<file path="src/rtl/uart_tx_frame.sv">
// uart_tx_frame: 8-bit UART transmitter with start/busy/clear handshake.
// One byte per request, optional even/odd parity, one or two stop bits.
// Every output comes straight from a flop, so ser_tx cannot glitch.
module uart_tx_frame #(
    parameter int CLKS_PER_BIT = 4167,  // clock cycles per serial bit, 2..65535
    parameter int PARITY       = 0,     // 0 none, 1 even, 2 odd
    parameter int STOP_BITS    = 1      // 1 or 2
) (
    input  logic       clock,
    input  logic       resetb,
    input  logic       tx_start,
    input  logic [7:0] tx_data,
    output logic       ser_tx,
    output logic       tx_busy,
    output logic       tx_clear_req
);

    localparam int             CW        = $clog2(CLKS_PER_BIT);
    localparam logic [CW-1:0]  BAUD_LAST = CW'(CLKS_PER_BIT - 1);
    localparam logic [2:0]     STOP_LAST = 3'(STOP_BITS - 1);
    localparam logic           HAS_PAR   = (PARITY != 0);
    localparam logic           ODD_PAR   = (PARITY == 2);

    typedef enum logic [2:0] {
        S_IDLE,
        S_START,
        S_DATA,
        S_PAR,
        S_STOP
    } state_t;

    // Registered state
    state_t        r_state;
    logic [CW-1:0] r_baud;    // cycle within current bit
    logic [2:0]    r_bit;     // data bit index, then stop bit index
    logic [7:0]    r_shift;   // bytes leave LSB first
    logic          r_par;     // parity bit computed at accept
    logic          r_armed;   // tx_start has been seen low since last accept
    logic          r_ser;
    logic          r_busy;
    logic          r_clr;

    // Next-state values
    state_t        w_state;
    logic [CW-1:0] w_baud;
    logic [2:0]    w_bit;
    logic [7:0]    w_shift;
    logic          w_par;
    logic          w_armed;
    logic          w_ser;
    logic          w_busy;
    logic          w_clr;
    logic          w_baud_done;

    assign ser_tx       = r_ser;
    assign tx_busy      = r_busy;
    assign tx_clear_req = r_clr;

    assign w_baud_done  = (r_baud == BAUD_LAST);

    // State and output registers; reset forces the line idle at once
    always_ff @(posedge clock or negedge resetb) begin
        if (!resetb) begin
            r_state <= S_IDLE;
            r_baud  <= '0;
            r_bit   <= '0;
            r_shift <= '0;
            r_par   <= 1'b0;
            r_armed <= 1'b0;
            r_ser   <= 1'b1;
            r_busy  <= 1'b0;
            r_clr   <= 1'b0;
        end else begin
            r_state <= w_state;
            r_baud  <= w_baud;
            r_bit   <= w_bit;
            r_shift <= w_shift;
            r_par   <= w_par;
            r_armed <= w_armed;
            r_ser   <= w_ser;
            r_busy  <= w_busy;
            r_clr   <= w_clr;
        end
    end

    // Next-state and next-output logic; ser_tx is computed one cycle ahead
    // so the flop presents each bit exactly on its first edge
    always_comb begin
        w_state = r_state;
        w_baud  = r_baud;
        w_bit   = r_bit;
        w_shift = r_shift;
        w_par   = r_par;
        w_ser   = r_ser;
        w_busy  = r_busy;
        w_clr   = 1'b0;
        // Any low tx_start re-arms; a level held across frames or reset
        // therefore cannot launch a second frame.
        w_armed = r_armed | ~tx_start;

        unique case (r_state)
            S_IDLE: begin
                w_ser  = 1'b1;
                w_busy = 1'b0;
                w_baud = '0;
                w_bit  = '0;
                if (tx_start && r_armed) begin
                    w_shift = tx_data;
                    w_par   = ODD_PAR ? ~(^tx_data) : (^tx_data);
                    w_armed = 1'b0;
                    w_busy  = 1'b1;
                    w_ser   = 1'b0;
                    w_state = S_START;
                end
            end

            S_START: begin
                if (w_baud_done) begin
                    w_baud  = '0;
                    w_bit   = '0;
                    w_ser   = r_shift[0];
                    w_state = S_DATA;
                end else begin
                    w_baud = r_baud + CW'(1);
                end
            end

            S_DATA: begin
                if (w_baud_done) begin
                    w_baud = '0;
                    if (r_bit == 3'd7) begin
                        w_bit = '0;
                        if (HAS_PAR) begin
                            w_ser   = r_par;
                            w_state = S_PAR;
                        end else begin
                            w_ser   = 1'b1;
                            w_state = S_STOP;
                        end
                    end else begin
                        w_bit   = r_bit + 3'd1;
                        w_shift = {1'b0, r_shift[7:1]};
                        w_ser   = r_shift[1];
                    end
                end else begin
                    w_baud = r_baud + CW'(1);
                end
            end

            S_PAR: begin
                if (w_baud_done) begin
                    w_baud  = '0;
                    w_bit   = '0;
                    w_ser   = 1'b1;
                    w_state = S_STOP;
                end else begin
                    w_baud = r_baud + CW'(1);
                end
            end

            S_STOP: begin
                w_ser = 1'b1;
                if (w_baud_done) begin
                    w_baud = '0;
                    if (r_bit == STOP_LAST) begin
                        // Last cycle of the final stop bit: frame ends here
                        w_bit   = '0;
                        w_busy  = 1'b0;
                        w_clr   = 1'b1;
                        w_state = S_IDLE;
                    end else begin
                        w_bit = r_bit + 3'd1;
                    end
                end else begin
                    w_baud = r_baud + CW'(1);
                end
            end

            default: begin
                w_ser   = 1'b1;
                w_busy  = 1'b0;
                w_state = S_IDLE;
            end
        endcase
    end

endmodule

</file>
<file path="config.mk">
export PLATFORM = sky130hd
export DESIGN_NAME = uart_tx_frame
export DESIGN_NICKNAME = d
export VERILOG_FILES = /design/src/rtl/uart_tx_frame.sv
export SDC_FILE = /design/constraint.sdc
export NUM_CORES = 1
export LEC_CHECK = 0
export ABC_AREA = 0
export BUFFER_PORTS_ARGS = -buffer_cell sky130_fd_sc_hd__buf_2
export CAP_MARGIN = 20
export CORE_MARGIN = 4
export CORE_UTILIZATION = 38
export CTS_BUF_LIST = sky130_fd_sc_hd__clkbuf_8 sky130_fd_sc_hd__clkbuf_16
export CTS_CLUSTER_DIAMETER = 40
export DETAILED_ROUTE_END_ITERATION = 7
export SYNTH_ARGS = -nofsm -noshare
export SYNTH_HDL_FRONTEND = slang
export SYNTH_SLANG_ARGS = --single-unit
</file>
<file path="constraint.sdc">
create_clock -name clock -period 2.39 [get_ports clock]
set_input_delay 0.1195 -clock clock [delete_from_list [all_inputs] [get_ports clock]]
set_output_delay 0.1195 -clock clock [all_outputs]
set_load 0.01 [all_outputs]
</file>
# Word-level counts from Yosys, hierarchy flattened

Cells that the tools add are included.

Add/subtract/negate cells: 2
Mux-type cells: 35
Equality and inequality tests: 15
Reductions and logical operators: 14
Bitwise operators: 3

Operators with widths:

| cell                                          | number |
|---|---|
| 2-to-1 mux 3 bit                              | 12 |
| case mux 13 bit (2 select lines)              | 1 |
| 2-to-1 mux 8 bit                              | 3 |
| inequality test 2 bit, second input constant  | 8 |
| case mux 8 bit (2 select lines)               | 1 |
| case mux 3 bit (5 select lines)               | 1 |
| adder 13 x 1 -> 13 bit, second input constant | 1 |
| == test 13 bit, second input constant         | 1 |
| 2-to-1 mux 1 bit                              | 13 |
| 2-to-1 mux 13 bit                             | 1 |
| case mux 3 bit (4 select lines)               | 1 |
| AND reduction 4 bit                           | 2 |
| AND reduction 7 bit                           | 1 |
| == test 3 x 2 -> 1 bit, second input constant | 2 |
| == test 3 bit, second input constant          | 2 |
| logical NOT 3 bit                             | 2 |
| AND reduction 3 bit                           | 2 |
| case mux 1 bit (4 select lines)               | 1 |
| nonzero test 2 bit                            | 2 |
| nonzero test 4 bit                            | 1 |
| OR reduction 4 bit                            | 1 |
| adder 3 x 1 -> 3 bit, second input constant   | 1 |
| == test 3 x 1 -> 1 bit, second input constant | 1 |
| case mux 1 bit (3 select lines)               | 1 |
| other kinds (6)                               | 7 |

Input bits: 11
Logic and storage cells: 77
Register bits after elaboration: 31
Output and inout bits: 3

# Logic depth before layout (Yosys ltp)

Gate-level depths: netlist of run 1.

Depth after elaboration: 4
Mapped depth: 6
Gate-level depth less buffers: 6

# Least setup slack after synthesis of run 1

OpenSTA, ideal clock, no wires.

Kind: register to register
Start: register r_bit[0]
End: register r_shift[0]
Arrival: 1683 ps
Period minus slack after synthesis: 1808 ps
Setup time: 125 ps
Stages on the path, launching flop included: 6
Path buffers: 0
Setup slack: 582 ps
Cell sequence: dfrtp_1 > ha_1 > ha_1 > nor3_1 > a2bb2oi_4 > mux2_2

Longest elaborated chain between the ends: 3

RTL lines:

| element                         | line | source |
|---|---|---|
| start, declared                 | 35   | `logic [2:0] r_bit;` |
| start signal, assigned          | 76   | `r_bit <= w_bit;` |
| == test 3 bit                   | 131  | `if (r_bit == 3'd7) begin` |
| inequality test 2 bit (no line) | n/a  |  |
| AND reduction 4 bit (no line)   | n/a  |  |
| end signal, assigned            | 77   | `r_shift <= w_shift;` |
| end, declared                   | 36   | `logic [7:0] r_shift;` |

Every way passes these cells.
A chain may end at the register's enable or synchronous reset.

# Worst setup path in the final report of run 1

Start: register r_state[0]
End: register r_shift[1]

Longest elaborated chain between the ends: 3
Elaborated cells between the ends (all ways): 8
Classes of those cells: eq/ne: 4; mux: 1; reduce/logical: 3

RTL lines:

| element                                                                      | line | source |
|---|---|---|
| start, declared                                                              | 33   | `state_t r_state;` |
| start signal, assigned                                                       | 74   | `r_state <= w_state;` |
| == test 3 x 2 -> 1 bit / logical NOT 3 bit (equally long branches)           | 101  | `unique case (r_state)` |
| inequality test 2 bit (no line) / nonzero test 2 bit (equally long branches) | n/a  |  |
| AND reduction 4 bit (no line)                                                | n/a  |  |

Parallel ways exist; a longest one is shown, timed or not.

==> metrics.txt, run 1 <==
antenna-violating nets left=0; final-report max-slew violation count=0; share of total power in sequential cells=0.470; filler cell count in the final layout=between 400 and 500; result of the run=completed; Worst R2R Start=r_state[0]; FFs w/ async S/R, synth=1.00; critical path peak fanout=17; RR Endpoint=r_shift[1]; cell-internal power=between 1 and 1.5 mW; CP Data Required Time=~2.6 ns; dominant synthesized flop cell=sky130_fd_sc_hd__dfrtp_1; DR iter-0 viols=46; clk root buf=sky130_fd_sc_hd__clkbuf_8; number of iterations in the first detailed-routing pass=4; via count of the first global-routing pass=1285; Fin. Hold Viols=0; Post-Synthesis Cells=about 160; share of layout cells above drive strength 1=0.281; post-synthesis instance area=approximately 1700 sq um; kind of path behind the tightest hold check=input pin to register; number of synthesized register bits=31; xor/xnor share of the synthesized area=0.0403; number of antenna violations at the first check in global routing=0; antenna diode instance count=0; max-cap viol count=0; final WL=around 3.4 mm; capture endpoint of the worst hold path=r_armed; Switch Pwr=around 0.47 mW; area growth from synthesis to final layout=13.5%; detailed-route wire length per cell=15.0 microns; post-route fraction of the period consumed by the critical path=0.848; synthesized-area fraction occupied by and/or/nand/nor cells=0.200; final critical delay including setup and external delays=between 2 and 2.5 ns; average via count per standard cell=roughly 5.4; clock latency on the worst-skew pair=0.28 ns; number of distinct library cell variants in the gate-level netlist after synthesis=between 40 and 50; Synth Area in Compound Gates=0.120; Synth Net Count=~180; Crit path arrival time=roughly 2.2 ns; I/O Buffers=13; # DRC=0; RD Place Congestion=around 0.85; first-pass GRT wire length=around 5.9 mm; initial standard-cell utilization of the core=0.396; final number of setup-violating endpoints=0; sum of net half-perimeters after detailed placement=2.47 mm; sequential cell area=slightly below 800 sq um; buffers from clock root to sink, at most=2; average cell area after synthesis=10.8 sq um; number of instances resized during post-cts repair=0; worst vdd ir=around 330 uV; setup slack after layout=0.364 ns; I/O pin count=14; Hold Path Origin=tx_start; final worst clock skew=roughly 0.0024 ns; H-tree levels=2; number of cell rows=24; Post-synth EDFFs=0; die area=5720 sq um; Chip Width=approximately 76 microns; total negative setup slack=0 ns; global route overflow=0; area taken by multi-input logic gates=between 900 and 1000 sq um; category of the most critical setup path=register to register; max frequency=approximately 0.49 GHz; vertical extent of the die=approximately 76 microns; Post-layout nets=between 150 and 200; global-route usage over all layers=0.136; floorplan core area=~4400 sq um; Post-CTS Setup Inserts=0; normalized max-slew margin=0.537; post-CTS clock slew at the launch and capture registers of the worst setup and hold paths=approximately 0.060 ns; kind of start point of the critical path=register; R2R cell count=4; area share of fa/ha/maj cells after synthesis=0.0439; fraction of power spent switching nets=0.287; clock share of power=0.321; number of vias in the routed layout=between 1000 and 1500; synth warn=0; CTS buffer count=5; fraction of power consumed by combinational cells=0.209; flop2flop setup slack=between 0.3 and 0.4 ns; maximum number of pins on one net before global-route repair=32; PD cells=between 800 and 900 nW/um^2; Sinks on Clock Net=31; actual transition at the worst max-transition pin=0.695 ns; pre-CTS setup slack=0.364 ns; CTS tree=yes; multiplexer share of the synthesized area=0.122; hold depth=2; Leakage Power=approximately 0.85 nW; fraction of the yosys area taken by sequential cells=0.447; Critical Path Sink Type=register; dominant combinational cell family by area after synthesis=simple AND/OR/NAND/NOR gates; unrepaired setup endpoints after global routing=false
-- metrics by stage --
step | util | cell area, sq um | cells | total power, mW | hold slack [ns]
final | 0.450 | 1970 | 230 | 1.64 | 0.0590
after CTS | 0.450 | 1970 | 230 | 1.66 | 0.0460
after floorplan | - | 1740 | 161 | 1.01 | -0.176
after detailed placement | 0.421 | 1840 | 221 | 1.12 | 0.208
after global placement | 0.421 | 1840 | 221 | 1.11 | 0.198
after global routing | 0.450 | 1970 | 230 | 1.75 | 0.0878
-- sequential cells by signal, summed over array words and instances, names as in the netlist --
register	count
ser_tx	1
r_shift	8
r_state	3
r_baud	13
r_armed	1
tx_busy	1
tx_clear_req	1
r_bit	3
-- placed cells by master (no fill, tap or decap), types with 2 or more instances in the layout --
| cell type | netlist | routed |
|---|---|---|
| sky130_fd_sc_hd__mux2_4 | 3 | 3 |
| sky130_fd_sc_hd__nand3_1 | 3 | 3 |
| sky130_fd_sc_hd__ha_1 | 5 | 5 |
| sky130_fd_sc_hd__buf_2 | 3 | 13 |
| sky130_fd_sc_hd__xnor2_1 | 6 | 6 |
| sky130_fd_sc_hd__nand2_1 | 11 | 11 |
| sky130_fd_sc_hd__dfrtp_1 | 30 | 30 |
| sky130_fd_sc_hd__nand2b_1 | 6 | 6 |
| sky130_fd_sc_hd__o21ai_0 | 8 | 8 |
| sky130_fd_sc_hd__nor3_1 | 7 | 7 |
| sky130_fd_sc_hd__a31oi_1 | 3 | 3 |
| sky130_fd_sc_hd__clkbuf_8 | 0 | 6 |
| sky130_fd_sc_hd__nor2_1 | 10 | 10 |
| sky130_fd_sc_hd__a21oi_1 | 7 | 7 |
| sky130_fd_sc_hd__nand3b_1 | 3 | 3 |
| sky130_fd_sc_hd__nand4_1 | 2 | 2 |
| sky130_fd_sc_hd__inv_1 | 6 | 6 |
| sky130_fd_sc_hd__nor4_1 | 4 | 4 |
| sky130_fd_sc_hd__xor2_1 | 2 | 2 |
| sky130_fd_sc_hd__mux2_2 | 14 | 14 |
-- power groups by stage --
stage                     Sequential [mW]  Clock, mW  Combinational, mW
after global routing                0.792      0.566              0.395
after global placement              0.771          0              0.337
final                               0.771      0.527              0.344
after CTS                           0.768      0.545              0.349
after detailed placement            0.774          0              0.346
after floorplan                     0.748          0              0.258
-- Yosys cell counts (3+ instances only) --
library cell,n,area share
sky130_fd_sc_hd__dfrtp_1,30,0.43
sky130_fd_sc_hd__mux2_2,14,0.091
sky130_fd_sc_hd__nand2_1,11,0.024
sky130_fd_sc_hd__nor2_1,10,0.022
sky130_fd_sc_hd__o21ai_0,8,0.023
sky130_fd_sc_hd__a21oi_1,7,0.020
sky130_fd_sc_hd__nor3_1,7,0.020
sky130_fd_sc_hd__inv_1,6,0.013
sky130_fd_sc_hd__nand2b_1,6,0.022
sky130_fd_sc_hd__xnor2_1,6,0.030
sky130_fd_sc_hd__ha_1,5,0.036
sky130_fd_sc_hd__nor4_1,4,0.014
sky130_fd_sc_hd__a31oi_1,3,0.011
sky130_fd_sc_hd__buf_2,3,0.0086
sky130_fd_sc_hd__mux2_4,3,0.026
sky130_fd_sc_hd__nand3_1,3,0.0086
sky130_fd_sc_hd__nand3b_1,3,0.013
-- worst max-delay path by stage --
stage / start / end / slack, ns / depth (start not counted)
2_1_floorplan: r_bit[0] / r_shift[0] / 0.58 / 5
3_3_place_gp: r_state[0] / r_shift[5] / 0.36 / 4
3_5_place_dp: r_state[0] / r_shift[1] / 0.36 / 4
4_1_cts: r_state[0] / r_shift[1] / 0.34 / 4
5_1_grt: r_state[0] / r_shift[1] / 0.22 / 4
6_report: r_state[0] / r_shift[1] / 0.36 / 4
-- critical path: stages, from the launching register on --
cell                        delay (ns)
sky130_fd_sc_hd__dfrtp_1          0.57
sky130_fd_sc_hd__nor3_2           0.31
sky130_fd_sc_hd__and3_1           0.35
sky130_fd_sc_hd__a2bb2oi_4        0.29
sky130_fd_sc_hd__mux2_2           0.38
-- logic make-up (layout without fill, tap and decap cells) --
logic type / count (synthesis) / after routing
buffers and inverters: 11 / 28
multiplexers: 18 / 18
flip-flops: 31 / 31
adder cells (fa/ha/maj): 6 / 6
XOR/XNOR: 8 / 8
AO/OA/AOI/OAI: 29 / 29
AND/OR/NAND/NOR: 58 / 58
-- per-layer routing --
layer	global-route usage	vias to the layer above	share of wire
met2	0.196	23	0.46
met4	0.0602	0	0.015
met3	0.0369	6	0.039
li1	-	610	-
met1	0.193	601	0.49
met5	0	-	0
-- area by class of cell --
| type | instances | share of cell area |
|---|---|---|
| multi-input cells | 119 | 0.464 |
| well taps | 52 | 0.0330 |
| clock inverters | 2 | 0.0178 |
| inverters | 6 | 0.0114 |
| clock buffers | 6 | 0.0419 |
| repair buffers | 14 | 0.0381 |
| flip-flops and latches | 31 | 0.394 |
-- what timing repair did --
item,in CTS,in global routing
hold endpoints to repair,30,0
hold buffers,1,0
setup endpoints to repair,0,0
Note: power is estimated with default switching activity, not from simulation.
==> run 2, diff against run 1 <==
Clock period 2.39 ns to 2.1 ns, I/O delays scaled along.
==> run 2 against run 1 <==
  * Count of clock-buffer cells in the layout shrank 1
  * Global-route usage grew 0.85 points
  * Final cell count grew 2.2%
  * Highest routed layer unchanged
  * Critical endpoint is now r_shift[5]
==> metrics.txt, run 2 (same netlist as run 1, synthesis figures left out) <==
final-report max-slew violation count=0; Post-CTS Setup Inserts=0; Post-layout nets=198; clk root buf=sky130_fd_sc_hd__clkbuf_8; largest register by flop count=r_baud; Leakage Power=between 0.8 and 0.9 nW; antenna diode instance count=0; RD Place Congestion=between 0.9 and 1; max frequency=0.504 GHz; first-pass GRT wire length=6.18 mm; buffers from clock root to sink, at most=2; normalized max-slew margin=0.536; flip-flop count of the largest register after layout=13; filler cell count in the final layout=~420; area taken by multi-input logic gates=915 sq um; maximum number of pins on one net before global-route repair=32; highest-count cells in the layout ignoring fill and taps=sky130_fd_sc_hd__dfrtp_1, sky130_fd_sc_hd__mux2_2, sky130_fd_sc_hd__buf_2; Placed Cells incl. Taps=~230; number of buffers added to fix hold violations after cts=1; Crit path arrival time=between 2 and 2.5 ns; post-CTS clock slew at the launch and capture registers of the worst setup and hold paths=approximately 0.070 ns; CTS tree=yes; antenna-violating nets left=0; area growth from synthesis to final layout=13.5%; detailed-route wire length per cell=between 10 and 15 microns; H-tree levels=2; max-cap viol count=0; critical path peak fanout=8; global route overflow=0; total design power=about 1.7 mW; category of the most critical setup path=register to register; die area=between 5000 and 6000 sq um; clock latency on the worst-skew pair=between 0.2 and 0.3 ns; number of cell rows=24; final worst clock skew=about 0.0076 ns; CP Data Required Time=2.26 ns; number of vias in the routed layout=approximately 1300; share of layout cells above drive strength 1=0.284; result of the run=completed; # DRC=0; number of iterations in the first detailed-routing pass=4; worst vdd ir=between 400 and 500 uV; kind of path behind the tightest hold check=input pin to register; sequential cell area=777 sq um; final number of setup-violating endpoints=0; unrepaired setup endpoints after global routing=false; PD cells=~870 nW/um^2; Sinks on Clock Net=31; final WL=roughly 3.5 mm; actual transition at the worst max-transition pin=between 0.6 and 0.7 ns; cell area reported after detailed placement=around 1900 sq um; post-route fraction of the period consumed by the critical path=0.945; floorplan core area=~4400 sq um; DR iter-0 viols=53; number of antenna violations at the first check in global routing=0; utilization after layout=0.450; final critical delay including setup and external delays=roughly 2.0 ns; vertical extent of the die=between 70 and 80 microns; kind of start point of the critical path=register; Chip Width=~76 microns; count of placed standard cells in the final layout, fillers left out=between 200 and 250; Critical Path Sink Type=register; global-route usage over all layers=0.145; CTS buffer count=5; Final Cell Area=approximately 2000 sq um; average via count per standard cell=5.47; total negative setup slack=0 ns; I/O pin count=14; via count of the first global-routing pass=between 1000 and 1500; I/O Buffers=13; flop2flop setup slack=~0.11 ns; most common cell after layout, fill and taps aside=sky130_fd_sc_hd__dfrtp_1; number of instances resized during post-cts repair=0; sum of net half-perimeters after detailed placement=between 2 and 3 mm; biggest registers after layout=r_baud (13), r_shift (8); initial standard-cell utilization of the core=0.396; Fin. Hold Viols=0
-- run 2: worst paths after layout --
kind                             from          to  depth (start not counted)
hold reg to reg            r_shift[2]  r_shift[2]                          1
max in group asynchronous      resetb    r_bit[2]                          2
setup / recovery            r_baud[0]  r_shift[5]                          6
min in group asynchronous      resetb  r_baud[10]                          2
setup reg to reg            r_baud[0]  r_shift[5]                          6
hold / removal               tx_start     r_armed                          2
-- run 2: layer usage --
layer / wire (microns) / GRT usage / vias to the layer above
li1: - / - / 628
met1: 1610 / 0.182 / 616
met2: 1700 / 0.223 / 35
met3: 169 / 0.0462 / 7
met4: 45 / 0.0757 / 0
met5: 0 / 0 / -
-- run 2: through the flow --
stage	hold WS, ns	worst slack, ns
final	0.0406	0.115
after global routing	0.0459	0.00511
after CTS	0.0277	0.118
after detailed placement	0.204	0.142
after global placement	0.185	0.174
after floorplan	-0.191	0.292
-- run 2: worst max-delay path: stages, from the launching register on --
cell and delay [ns]:
sky130_fd_sc_hd__dfrtp_1 0.41, sky130_fd_sc_hd__inv_1 0.10, sky130_fd_sc_hd__ha_1 0.15, sky130_fd_sc_hd__and4bb_1 0.29, sky130_fd_sc_hd__nand3_2 0.21, sky130_fd_sc_hd__a2bb2oi_4 0.33
sky130_fd_sc_hd__mux2_2 0.37
-- run 2: layout make-up --
| cell class | count | share of cell area |
|---|---|---|
| multi-input cells | 119 | 0.464 |
| flip-flops and latches | 31 | 0.394 |
| repair buffers | 19 | 0.0571 |
| clock buffers | 5 | 0.0349 |
| well taps | 52 | 0.0330 |
| inverters | 6 | 0.0114 |
| clock inverters | 3 | 0.00571 |
-- run 2: where the power goes --
group	switching, mW	leakage (nW)	total (mW)	internal [mW]
sequential	0.113	0.395	0.867	0.753
clock	0.213	0.0519	0.434	0.220
combinational	0.203	0.414	0.410	0.207
total	0.530	0.861	1.71	1.18
